==> config.mk <==
export PLATFORM = sky130hd
export DESIGN_NAME = decode_stage_pipe
export DESIGN_NICKNAME = d
export VERILOG_FILES = /design/src/rtl/decode_pkg.sv /design/src/rtl/regfile_2r1w.sv /design/src/rtl/decode_stage_pipe.sv
export SDC_FILE = /design/constraint.sdc
export NUM_CORES = 2
export LEC_CHECK = 0
export BUFFER_PORTS_ARGS = -buffer_cell sky130_fd_sc_hd__buf_2
export CORE_MARGIN = 2
export CORE_UTILIZATION = 57
export DETAILED_ROUTE_END_ITERATION = 8
export PLACE_DENSITY = 0.83
export SLEW_MARGIN = 20
export SYNTH_ARGS = -nofsm -noshare
export SYNTH_HDL_FRONTEND = slang
export SYNTH_SLANG_ARGS = --single-unit
==> constraint.sdc <==
create_clock -name clk -period 2.1 [get_ports clk]
set_clock_uncertainty 0.1 [all_clocks]
set_input_delay 0.105 -clock clk [delete_from_list [all_inputs] [get_ports clk]]
set_output_delay 0.105 -clock clk [all_outputs]
set_load 0.05 [all_outputs]
==> src/rtl/decode_pkg.sv <==
// Field layout helpers and the decoded-instruction record shared by the decode stage.
// Widths are capped by the MAX_* constants so one struct serves every parameterisation.
package decode_pkg;

  localparam int MAX_I = 64;
  localparam int MAX_D = 64;
  localparam int MAX_F = 8;
  localparam int MAX_R = 8;

  localparam int OP_LSB    = 0;
  localparam int FUNCT_LSB = 1;

  function automatic int rd_lsb(input int f_w);
    return FUNCT_LSB + f_w;
  endfunction

  function automatic int rs_lsb(input int f_w, input int r_w);
    return rd_lsb(f_w) + r_w;
  endfunction

  function automatic int rt_lsb(input int f_w, input int r_w);
    return rs_lsb(f_w, r_w) + r_w;
  endfunction

  function automatic int imm_lsb(input int f_w, input int r_w);
    return rt_lsb(f_w, r_w) + r_w;
  endfunction

  typedef struct packed {
    logic             op;
    logic [MAX_F-1:0] funct3;
    logic [MAX_R-1:0] rd;
    logic [MAX_R-1:0] rs;
    logic [MAX_R-1:0] rt;
    logic [MAX_D-1:0] imm;
  } decoded_t;

  // Replicates bit w-1 of raw into every higher bit; w must be at least 1.
  function automatic logic [MAX_D-1:0] sign_extend(input logic [MAX_D-1:0] raw, input int w);
    logic [MAX_D-1:0] ext;
    ext = '0;
    for (int b = 0; b < MAX_D; b++) begin
      ext[b] = (b < w) ? raw[b] : raw[w-1];
    end
    return ext;
  endfunction

  function automatic decoded_t decode(input logic [MAX_I-1:0] instr, input int i_w,
                                      input int f_w, input int r_w);
    decoded_t         d;
    logic [MAX_D-1:0] raw;
    d   = '0;
    raw = '0;
    d.op = instr[OP_LSB];
    for (int b = 0; b < MAX_F; b++) begin
      if (b < f_w) d.funct3[b] = instr[FUNCT_LSB + b];
    end
    for (int b = 0; b < MAX_R; b++) begin
      if (b < r_w) begin
        d.rd[b] = instr[rd_lsb(f_w) + b];
        d.rs[b] = instr[rs_lsb(f_w, r_w) + b];
        d.rt[b] = instr[rt_lsb(f_w, r_w) + b];
      end
    end
    for (int b = 0; b < MAX_D; b++) begin
      if (imm_lsb(f_w, r_w) + b < i_w) raw[b] = instr[imm_lsb(f_w, r_w) + b];
    end
    d.imm = sign_extend(raw, i_w - imm_lsb(f_w, r_w));
    return d;
  endfunction

endpackage

==> src/rtl/regfile_2r1w.sv <==
// Register file with two combinational read ports and one write port.
// A read of the index being written this cycle returns the write data.
module regfile_2r1w #(
  parameter int D        = 32,
  parameter int R        = 5,
  parameter int ZERO_REG = 1
) (
  input  logic         clk,
  input  logic         rst,
  input  logic         we,
  input  logic [R-1:0] wa,
  input  logic [D-1:0] wd,
  input  logic [R-1:0] ra1,
  output logic [D-1:0] rd1,
  input  logic [R-1:0] ra2,
  output logic [D-1:0] rd2
);

  localparam int N = 1 << R;

  logic [D-1:0] mem [N];
  logic [R-1:0] ra_arr [2];
  logic [D-1:0] rdata_arr [2];
  logic         wr_en;

  assign wr_en = we && !(ZERO_REG != 0 && wa == '0);

  always_ff @(posedge clk or negedge rst) begin
    if (!rst) begin
      for (int k = 0; k < N; k++) mem[k] <= '0;
    end else begin
      for (int k = 0; k < N; k++) begin
        if (wr_en && wa == R'(k)) mem[k] <= wd;
      end
    end
  end

  assign ra_arr[0] = ra1;
  assign ra_arr[1] = ra2;

  // The hard-wired zero check sits ahead of the bypass so r0 never forwards.
  generate
    for (genvar gi = 0; gi < 2; gi++) begin : g_rport
      assign rdata_arr[gi] = (ZERO_REG != 0 && ra_arr[gi] == '0) ? '0 :
                             (wr_en && wa == ra_arr[gi])         ? wd :
                                                                   mem[ra_arr[gi]];
    end
  endgenerate

  assign rd1 = rdata_arr[0];
  assign rd2 = rdata_arr[1];

endmodule

==> src/rtl/decode_stage_pipe.sv <==
// Decode stage: field split, operand read with write-back bypass, and a
// decode/execute register with handshakes, load-use stall, flush and operand refresh.
module decode_stage_pipe
  import decode_pkg::*;
#(
  parameter int I        = 24,
  parameter int P        = 16,
  parameter int D        = 32,
  parameter int R        = 5,
  parameter int F        = 3,
  parameter int ZERO_REG = 1
) (
  input  logic         clk,
  input  logic         rst,
  input  logic         in_valid_i,
  output logic         in_ready_o,
  input  logic [I-1:0] instr_i,
  input  logic [P-1:0] next_pc_i,
  input  logic         we3,
  input  logic [R-1:0] wa3,
  input  logic [D-1:0] wd3,
  input  logic         ex_load_i,
  input  logic [R-1:0] ex_load_rd_i,
  input  logic         flush_i,
  output logic         out_valid_o,
  input  logic         out_ready_i,
  output logic         op_o,
  output logic [F-1:0] funct3_o,
  output logic [R-1:0] rd_o,
  output logic [R-1:0] rs_idx_o,
  output logic [R-1:0] rt_idx_o,
  output logic [D-1:0] rs_o,
  output logic [D-1:0] rt_o,
  output logic [D-1:0] imm_o,
  output logic [P-1:0] next_pc_o
);

  decoded_t         dec;
  logic [MAX_I-1:0] instr_wide;
  logic [F-1:0]     dec_funct3;
  logic [R-1:0]     dec_rd;
  logic [R-1:0]     dec_rs;
  logic [R-1:0]     dec_rt;
  logic [D-1:0]     dec_imm;
  logic             unused_dec_bits;
  logic [D-1:0]     rs_val;
  logic [D-1:0]     rt_val;
  logic             rs_hit;
  logic             rt_hit;
  logic             hazard;
  logic             accept;
  logic             wr_eff;

  logic             out_valid_reg;
  logic             op_reg;
  logic [F-1:0]     funct3_reg;
  logic [R-1:0]     rd_reg;
  logic [R-1:0]     rs_idx_reg;
  logic [R-1:0]     rt_idx_reg;
  logic [D-1:0]     rs_reg;
  logic [D-1:0]     rt_reg;
  logic [D-1:0]     imm_reg;
  logic [P-1:0]     next_pc_reg;

  assign instr_wide = MAX_I'(instr_i);
  assign dec        = decode(instr_wide, I, F, R);
  assign dec_funct3 = dec.funct3[F-1:0];
  assign dec_rd     = dec.rd[R-1:0];
  assign dec_rs     = dec.rs[R-1:0];
  assign dec_rt     = dec.rt[R-1:0];
  assign dec_imm    = dec.imm[D-1:0];
  assign unused_dec_bits = ^{dec.funct3, dec.rd, dec.rs, dec.rt, dec.imm};

  regfile_2r1w #(
    .D        (D),
    .R        (R),
    .ZERO_REG (ZERO_REG)
  ) u_regfile (
    .clk (clk),
    .rst (rst),
    .we  (we3),
    .wa  (wa3),
    .wd  (wd3),
    .ra1 (dec_rs),
    .rd1 (rs_val),
    .ra2 (dec_rt),
    .rd2 (rt_val)
  );

  // A load into r0 can never produce a value anyone waits for.
  assign rs_hit = (dec_rs == ex_load_rd_i) && !(ZERO_REG != 0 && dec_rs == '0);
  assign rt_hit = (dec_rt == ex_load_rd_i) && !(ZERO_REG != 0 && dec_rt == '0);
  assign hazard = ex_load_i && (rs_hit || rt_hit);

  assign in_ready_o = (!out_valid_reg || out_ready_i) && !hazard && !flush_i;
  assign accept     = in_valid_i && in_ready_o;
  assign wr_eff     = we3 && !(ZERO_REG != 0 && wa3 == '0);

  always_ff @(posedge clk or negedge rst) begin
    if (!rst) begin
      out_valid_reg <= 1'b0;
      op_reg        <= 1'b0;
      funct3_reg    <= '0;
      rd_reg        <= '0;
      rs_idx_reg    <= '0;
      rt_idx_reg    <= '0;
      rs_reg        <= '0;
      rt_reg        <= '0;
      imm_reg       <= '0;
      next_pc_reg   <= '0;
    end else if (flush_i) begin
      out_valid_reg <= 1'b0;
    end else if (accept) begin
      out_valid_reg <= 1'b1;
      op_reg        <= dec.op;
      funct3_reg    <= dec_funct3;
      rd_reg        <= dec_rd;
      rs_idx_reg    <= dec_rs;
      rt_idx_reg    <= dec_rt;
      rs_reg        <= rs_val;
      rt_reg        <= rt_val;
      imm_reg       <= dec_imm;
      next_pc_reg   <= next_pc_i;
    end else if (out_ready_i) begin
      out_valid_reg <= 1'b0;
    end else if (out_valid_reg) begin
      // Held operands track write-backs so execute never sees a stale value.
      if (wr_eff && wa3 == rs_idx_reg) rs_reg <= wd3;
      if (wr_eff && wa3 == rt_idx_reg) rt_reg <= wd3;
    end
  end

  assign out_valid_o = out_valid_reg;
  assign op_o        = op_reg;
  assign funct3_o    = funct3_reg;
  assign rd_o        = rd_reg;
  assign rs_idx_o    = rs_idx_reg;
  assign rt_idx_o    = rt_idx_reg;
  assign rs_o        = rs_reg;
  assign rt_o        = rt_reg;
  assign imm_o       = imm_reg;
  assign next_pc_o   = next_pc_reg;

endmodule

==> metrics <==
CP Class flop to flop; Post-Syn Instances 4362; GR Overflow Total 0; worst endpoint required time 2620 ps; violated checks negative setup slack; die width 326 um; CTS Buf Count 110; Synth cell types 48; Post-route DRC 0; largest net degree at the start of global routing 120; Top Family by Delay on Critical Path buffers and inverters; post-route ant nets 0; Worst Setup SP out_valid_o; Max-Cap Viols 0; Via density 7.27; DPL Wire Length 119000 um; final hold violations 0; detailed-route via count 44200; area delta synth->final 17.6%; most common cell in the netlist mux2_2; maximum clock path buffer count 3; CTS root buf clkbuf_16; PwrDens 942 nW/um^2; Fmax achieved 471 MHz; Routed WL 201000 um; status complete, but fails checks; clock-pin slew on the worst setup and hold paths 70 ps; Slew @ Worst Pin 1290 ps; first-pass GRT wire length 293000 um; gr usage total 37.1%; post-layout minimum cycle time 2120 ps; WP data arrival 2640 ps; Hold Crit Class input port to async pin; die area 107000 um^2; startpoint types flop; CTS tree built; DR WL/cell 33.1 um; share of layout cells above drive strength 1 51.8%; synth cell count leaders mux2_2, dfrtp_1, clkbuf_1; worst path cell trace nand2b_4, buf_6, o311ai_1, o21bai_1, nor3_2, buf_6, buf_12, nand3_2, a31oi_1; fin nets 4685; Max IR drop VDD 855 uV; max-slew violations 0; Finished Layout Cells 6073; EDFF count, synth 0; Synth Area per Inst 13.6 um^2; Ports 222; initial antenna violation count 10; Yosys top cell area share 47.7%; worst reg2reg path startpoint out_valid_o; WP buf/inv 3; Seq cells post-synth 1129; Clock Latency Late Sink 720 ps; initial core utilization 57.3%; asr flop ratio synth 100%; final setup vio count 1; Post-Syn Area 59200 um^2; CTS Sinks 1129; final RePlAce weighted congestion 0.921; Yosys top cell by area dfrtp_1; Final Power 65.6 mW; Port Buffers 221; Worst setup EP type flop; core box area 103000 um^2; worst-path maximum fanout 8; violation count after the first detailed-routing iteration 6878; CP peak stage delay 420 ps; setup_tns -25.0 ps; synth top area cells dfrtp_1, mux2_2, mux4_2; H-tree levels 3; post-synthesis sequential area ratio 47.7%; CP most frequent cell buf_6; Final Cycle Share 101%; placed insts 5784; syn nets 4451; setup ws final -25.0 ps; DIE HEIGHT 326 um; Yosys warnings 0; slowest library cell on the worst path dfrtp_1; Leak 30.1 nW; floorplan row count 118; vias in the first global route 45100; ys flop type dfrtp_1; headroom to the max-slew limit 13.8%; first-pass detailed-route iteration total 8
==> logic make-up (layout without fill, tap and decap cells) <==
group	after synthesis	after routing	synth area share [%]
xor gates and xnor gates	30	30	0.444
muxes	1705	1705	38.2
AOI/OAI and AO/OA	599	599	6.92
other	0	7	0
and+or+nand+nor	379	379	3.17
buffers and inverters	520	844	3.57
DFF	1129	1129	47.7
==> tightest hold or removal path: stages <==
cell and delay [ps]:
dlygate4sd3_1 560, buf_8 240, buf_12 260
==> state kept, by name (all words and copies together) (netlist names) <==
signal and cells:
op_o 1, rs_o 32, next_pc_o 16, rt_o 32
imm_o 5, out_valid_o 1, rt_idx_o 5, rd_o 5
funct3_o 3, u_regfile.mem 1024, rs_idx_o 5
==> area by class of cell <==
type	instances	area [um^2]
fill	6680	33700
multi-input combinational	2713	29400
sequential	1129	28300
timing repair buffer	642	6450
clock buffer	160	3250
tap	1380	1730
clock inverter	42	522
antenna	7	17.5
==> routing by layer <==
metal	wire, um	part of all wire [%]	vias up	global-route usage, %
met4	13400	6.7	10	21.5
met5	61	0.030	-	0
met2	89400	45	3649	55.6
met1	70900	35	22500	47.8
li1	-	-	17000	-
met3	26900	13	983	12.0
==> through the flow <==
stage / utilization [%] / area, um^2 / setup slack (ps) / hold slack, ps
2_1_floorplan: - / 59600 / -285 / -291
3_3_place_gp: 62.7 / 64800 / -646 / -91.3
3_5_place_dp: 62.7 / 64800 / -707 / -97.0
4_1_cts: 67.1 / 69400 / 3.16 / 16.3
5_1_grt: 67.4 / 69600 / -78.9 / 37.4
6_report: 67.4 / 69600 / -25.0 / 14.2
==> repair_timing <==
item | CTS | global route
endpoints found under the hold margin | 2142 | 0
setup endpoints to repair | 8 | 85
gates cloned | 0 | 3
hold buffers | 71 | 0
pin swaps | 0 | 11
buffers inserted | 0 | 6
resized for setup | 9 | 32
==> placed cells by master (no fill, tap or decap), drive strengths merged, types with 6 or more instances in the layout <==
master	instances
o211ai	33
nor2	21
xor2	11
o21ai	65
dfrtp	1129
o31ai	64
bufinv	11
clkbuf	163
a211oi	96
a21oi	41
nand2	146
nand3	28
xnor2	19
o221ai	32
dlygate4sd3	71
a22oi	103
mux4	319
a221oi	8
buf	568
clkinv	25
mux2	1256
nor3	73
nand2b	6
mux2i	130
diode	7
o22ai	96
nor2b	73
a31oi	55
==> where the power goes <==
part / switching [mW] / internal (mW) / total [mW]
Clock: 8.80 / 12.1 / 20.9
Sequential: 3.47 / 25.9 / 29.4
Combinational: 7.47 / 7.90 / 15.4
Total: 19.7 / 45.9 / 65.6
==> final timing paths <==
path	endpoint	slack, ps	cells past startpoint
setup reg to reg	rs_o[28]	-20	9
min in group clk	imm_o[2]	70	3
hold reg to reg	u_regfile.mem[1013]	300	0
setup / recovery	rs_o[28]	-20	9
hold / removal	u_regfile.mem[361]	10	3
max in group asynchronous	u_regfile.mem[71]	640	3
No activity file was read; power rests on OpenSTA's default activity.
